### src/rtl/alu_arbiter.sv
// alu_arbiter: shares one combinational ALU between the execute stage (port 0) and the
// branch/address unit (port 1). Define ALU_ARB_RR_EN for round-robin tie-breaking; the default is fixed priority to port 0.
module alu_arbiter #(
  parameter int W   = 32,
  parameter int SHW = 5,
  parameter int CW  = 4,
  parameter int FW  = 3
) (
  input  logic           clk,
  input  logic           rst,
  input  logic           p0_valid,
  output logic           p0_ready,
  input  logic [W-1:0]   p0_in1,
  input  logic [W-1:0]   p0_in2,
  input  logic [SHW-1:0] p0_shamt,
  input  logic [CW-1:0]  p0_control,
  output logic           p0_resp_valid,
  input  logic           p0_resp_ready,
  output logic [W-1:0]   p0_out,
  output logic [FW-1:0]  p0_flag,
  input  logic           p1_valid,
  output logic           p1_ready,
  input  logic [W-1:0]   p1_in1,
  input  logic [W-1:0]   p1_in2,
  input  logic [SHW-1:0] p1_shamt,
  input  logic [CW-1:0]  p1_control,
  output logic           p1_resp_valid,
  input  logic           p1_resp_ready,
  output logic [W-1:0]   p1_out,
  output logic [FW-1:0]  p1_flag,
  output logic [W-1:0]   alu_in1,
  output logic [W-1:0]   alu_in2,
  output logic [SHW-1:0] alu_shamt,
  output logic [CW-1:0]  alu_control,
  input  logic [W-1:0]   alu_out,
  input  logic [FW-1:0]  alu_flag
);

  typedef enum logic [1:0] {IDLE = 2'd0, EXEC = 2'd1, RESP = 2'd2} state_t;

  state_t         state_q, state_d;
  logic           owner_q, owner_d;
  logic [W-1:0]   in1_q, in1_d;
  logic [W-1:0]   in2_q, in2_d;
  logic [SHW-1:0] shamt_q, shamt_d;
  logic [CW-1:0]  ctl_q, ctl_d;
  logic [W-1:0]   out_q, out_d;
  logic [FW-1:0]  flag_q, flag_d;
  logic           gnt0, gnt1;

`ifdef ALU_ARB_RR_EN
  logic last_q, last_d;

  // On a tie, the port that did not win last time is granted.
  always_comb begin
    gnt0 = p0_valid & (~p1_valid | last_q);
    gnt1 = p1_valid & (~p0_valid | ~last_q);
  end
`else
  always_comb begin
    gnt0 = p0_valid;
    gnt1 = p1_valid & ~p0_valid;
  end
`endif

  always_comb begin
    state_d       = state_q;
    owner_d       = owner_q;
    in1_d         = in1_q;
    in2_d         = in2_q;
    shamt_d       = shamt_q;
    ctl_d         = ctl_q;
    out_d         = out_q;
    flag_d        = flag_q;
`ifdef ALU_ARB_RR_EN
    last_d        = last_q;
`endif
    p0_ready      = 1'b0;
    p1_ready      = 1'b0;
    p0_resp_valid = 1'b0;
    p1_resp_valid = 1'b0;
    unique case (state_q)
      IDLE: begin
        p0_ready = gnt0;
        p1_ready = gnt1;
        if (gnt0 | gnt1) begin
          state_d = EXEC;
          owner_d = gnt1;
          in1_d   = gnt1 ? p1_in1     : p0_in1;
          in2_d   = gnt1 ? p1_in2     : p0_in2;
          shamt_d = gnt1 ? p1_shamt   : p0_shamt;
          ctl_d   = gnt1 ? p1_control : p0_control;
`ifdef ALU_ARB_RR_EN
          last_d  = gnt1;
`endif
        end
      end
      EXEC: begin
        out_d   = alu_out;
        flag_d  = alu_flag;
        state_d = RESP;
      end
      RESP: begin
        p0_resp_valid = ~owner_q;
        p1_resp_valid = owner_q;
        if (owner_q ? p1_resp_ready : p0_resp_ready) state_d = IDLE;
      end
      default: state_d = IDLE;
    endcase
  end

  always_ff @(posedge clk) begin
    if (rst) begin
      state_q <= IDLE;
      owner_q <= 1'b0;
      in1_q   <= '0;
      in2_q   <= '0;
      shamt_q <= '0;
      ctl_q   <= '0;
      out_q   <= '0;
      flag_q  <= '0;
`ifdef ALU_ARB_RR_EN
      last_q  <= 1'b1;
`endif
    end else begin
      state_q <= state_d;
      owner_q <= owner_d;
      in1_q   <= in1_d;
      in2_q   <= in2_d;
      shamt_q <= shamt_d;
      ctl_q   <= ctl_d;
      out_q   <= out_d;
      flag_q  <= flag_d;
`ifdef ALU_ARB_RR_EN
      last_q  <= last_d;
`endif
    end
  end

  // The ALU is driven straight from the operand registers in every state.
  assign alu_in1     = in1_q;
  assign alu_in2     = in2_q;
  assign alu_shamt   = shamt_q;
  assign alu_control = ctl_q;
  assign p0_out      = out_q;
  assign p1_out      = out_q;
  assign p0_flag     = flag_q;
  assign p1_flag     = flag_q;

endmodule

### config.mk
export PLATFORM = sky130hd
export DESIGN_NAME = alu_arbiter
export DESIGN_NICKNAME = d
export VERILOG_FILES = /design/src/rtl/alu_arbiter.sv
export SDC_FILE = /design/constraint.sdc
export NUM_CORES = 1
export LEC_CHECK = 0
export CAP_MARGIN = 0
export CORE_AREA = 2 2 128 130
export CTS_BUF_LIST = sky130_fd_sc_hd__clkbuf_8
export DETAILED_ROUTE_END_ITERATION = 8
export DIE_AREA = 0 0 130 132
export PLACE_DENSITY_LB_ADDON = 0.05
export SYNTH_ARGS = -nofsm -noshare
export SYNTH_HDL_FRONTEND = slang
export SYNTH_SLANG_ARGS = --single-unit
### constraint.sdc
create_clock -name clk -period 1.1 [get_ports clk]
set_input_delay 0.165 -clock clk [delete_from_list [all_inputs] [get_ports clk]]
set_output_delay 0.165 -clock clk [all_outputs]
set_load 0.005 [all_outputs]
==> results.json <==
{
  "ys_types": 20,
  "critical-path-max-stage-delay_ns": 0.41,
  "synthMuxAreaShare": 0.00190,
  "rsz0062_at_grt": "yes",
  "finClkSkew_ns": 0.00980,
  "grt_max_degree": 53,
  "wire_per_inst_um": 18.6,
  "power_mw": 11.3,
  "drive_above_1_share": 0.493,
  "drc": 0,
  "gp_congestion": 0.778,
  "max_freq_mhz": 742,
  "cts_tree": "built",
  "ys_warn_count": 0,
  "rows": 46,
  "hold_slack_ns": 0.183,
  "finalCritPeriodShare": 1.23,
  "die_area_um2": 17200,
  "synth_area_um2": 5280,
  "cts.path.max_buffers": 2,
  "maxSlewViolCount": 0,
  "ff_latch_area_um2": 2360,
  "power.leakage_nw": 3.87,
  "worstMarginPinSlew_ns": 0.444,
  "die_y_um": 132,
  "clock_sinks": 111,
  "cp_cell_sequence": "nor2_4 > buf_8 > buf_12 > and2_4 > buf_12 > a311oi_2",
  "dpl_worst_slack_ns": -0.657,
  "io_pins": 334,
  "start_util": 0.336,
  "cpMaxStageDelayCell": "dfxtp_4",
  "grt_pass1_wl_mm": 31.0,
  "dp_cells": 1100,
  "outcome": "finished with violations",
  "postRouteAntennaNets": 0,
  "yosysTopAreaCellShare": 0.421,
  "max_slew_margin": 0.704,
  "cts_max_level": 3,
  "p_per_area_nw_per_um2": 1210,
  "synthAdderAreaFrac": 0,
  "critPathRequiredTime_ns": 1.38,
  "clockRootBuffer": "clkbuf_8",
  "dp.final_hpwl_mm": 13.8,
  "synth_top_family_by_area": "compound AO/OA/AOI/OAI gates",
  "wl_mm": 21.5,
  "clkTransAtPathRegs_ns": 0.10,
  "avgSynthCellArea_um2": 8.52,
  "vias": 5835,
  "crit_top_cell": "buf_12",
  "track_usage": 0.229,
  "violations": "negative setup slack",
  "end_kind": "flop",
  "antennaDiodeCount": 0,
  "setup_viol": 115,
  "maxCapViolCount": 0,
  "hold_class": "in2reg",
  "fin_ws_ns": -0.248,
  "core_area_um2": 15700,
  "place.port_buffers": 333,
  "ir_worst_vdd_mv": 0.826,
  "syn_to_final_growth_pct": 76.4,
  "detail_route.iter0.violations": 256,
  "synth_compound_area_frac": 0.295,
  "synth.area.top_cells": "dfxtp_1 42%, a311oi_2 17%, nand2_1 15%",
  "viasPerCell": 5.06,
  "hold_buffers": 0,
  "first_pass_iters": 4,
  "nets": 1121,
  "grt_pass1_vias": 5868,
  "multi_input_area_um2": 2770,
  "die_w_um": 130,
  "startpoint_type": "flop",
  "yosysSeqAreaShare": 0.421,
  "min_period_ns": 1.35,
  "ys_seq_elements": 111,
  "fill_cells": 1423,
  "yosys.area_share.xor_xnor": 0,
  "synth_simple_gate_area_frac": 0.171,
  "grt-ovfl-total": 0,
  "crit_arrival_ns": 1.63,
  "crit_fanout": 10,
  "clk-insertion-delay-late_ns": 0.38,
  "cts_buffers": 9,
  "synth_nets": 807,
  "synth_largest_area_cell": "dfxtp_1",
  "synth_cells": 620,
  "antenna_found_initial": 0,
  "fin_cells": 1154,
  "path_class": "reg2reg",
  "hold_violations": 0
}
registers in the layout, indices dropped and copies added, names as in the netlist:
signal and count:
alu_in1 32, alu_in2 32, p0_out 32, alu_shamt 5
alu_control 4, p0_flag 3, state_q 2, owner_q 1
metal layers:
layer / GRT usage / wire length [um] / part of all wire / vias up
li1: - / - / - / 2753
met1: 0.252 / 8180 / 0.38 / 2772
met2: 0.408 / 11000 / 0.51 / 268
met3: 0.0597 / 1670 / 0.077 / 42
met4: 0.103 / 656 / 0.031 / 0
met5: 0 / 0 / 0 / -
cell usage after synthesis:
| cell | count |
|---|---|
| buf_4 | 36 |
| or2_1 | 1 |
| a311oi_2 | 59 |
| buf_1 | 1 |
| nand2_1 | 216 |
| buf_2 | 36 |
| nor3_1 | 2 |
| buf_6 | 7 |
| mux2i_1 | 1 |
| dfxtp_1 | 111 |
| and3b_1 | 1 |
| and2_1 | 2 |
| nand3b_1 | 1 |
| nor2b_1 | 3 |
| nor2_2 | 1 |
| clkbuf_1 | 15 |
| a311oi_1 | 14 |
| a21oi_1 | 110 |
| nand2b_1 | 2 |
| nor3b_1 | 1 |
layout by cell type, fill, tap and decap left out, types with 2 or more instances in the layout:
cell type and count:
a21oi_1 78, a21oi_2 32, a311oi_1 8, a311oi_2 65, and2_4 3, buf_12 21, buf_16 4, buf_2 113
buf_4 24, buf_6 34, buf_8 2, clkbuf_16 5, clkbuf_2 9, clkbuf_8 11, clkdlybuf4s50_1 183, dfxtp_1 2
dfxtp_2 107, dfxtp_4 2, nand2_1 195, nand2_2 12, nand2_4 9, nor2b_4 2, nor3_1 2
final cells by class:
type                    instances  area share
multi-input cells             415       0.298
well taps                     216      0.0290
clock buffers                  11      0.0163
repair buffers                397       0.399
flip-flops and latches        111       0.254
clock inverters                 4     0.00497
worst max-delay path: cells and delay by family, from the launching register on:
family / cells / cell delay (ns)
and+or+nand+nor: 2 / 0.24
DFF: 1 / 0.41
buffers and inverters: 3 / 0.40
AOI/OAI and AO/OA: 1 / 0.20
report_power, final:
part | leakage (nW) | internal (mW) | total (mW) | switching [mW]
Combinational | 2.81 | 2.19 | 3.94 | 1.75
Sequential | 0.955 | 4.53 | 4.81 | 0.281
Clock | 0.103 | 1.16 | 2.52 | 1.37
Total | 3.87 | 7.88 | 11.3 | 3.40
stage by stage:
step	cell area (um2)	setup TNS, ns	utilization
2_1_floorplan	5340	-1.46	-
3_3_place_gp	8700	-43.86	0.554
3_5_place_dp	8700	-47.21	0.554
4_1_cts	9210	-25.87	0.586
5_1_grt	9320	-29.77	0.593
6_report	9320	-23.45	0.593
logic make-up (layout without fill, tap and decap cells):
kind of cell           count (synthesis)  after routing
DFF                                  111            111
and+or+nand+nor                      230            231
buffers and inverters                 95            412
AOI/OAI and AO/OA                    183            183
muxes                                  1              1
final timing paths:
kind	cells past startpoint	start	endpoint	slack (ns)
worst min register to register	2	p0_out[4]	p0_out[4]	0.46
worst max register to register	6	state_q[0]	alu_in2[29]	-0.25
worst min-delay path	2	rst	p0_out[5]	0.18
worst max-delay path	6	state_q[0]	alu_in2[29]	-0.25
what timing repair did:
| item | 4_1_cts | 5_1_grt |
|---|---|---|
| endpoints found under the setup margin | 256 | 150 |
| gates cloned | 6 | 9 |
| resized for setup | 750 | 87 |
| setup buffers | 47 | 3 |
| pin swaps | 2 | 10 |
(Power assumes the default switching activity.)
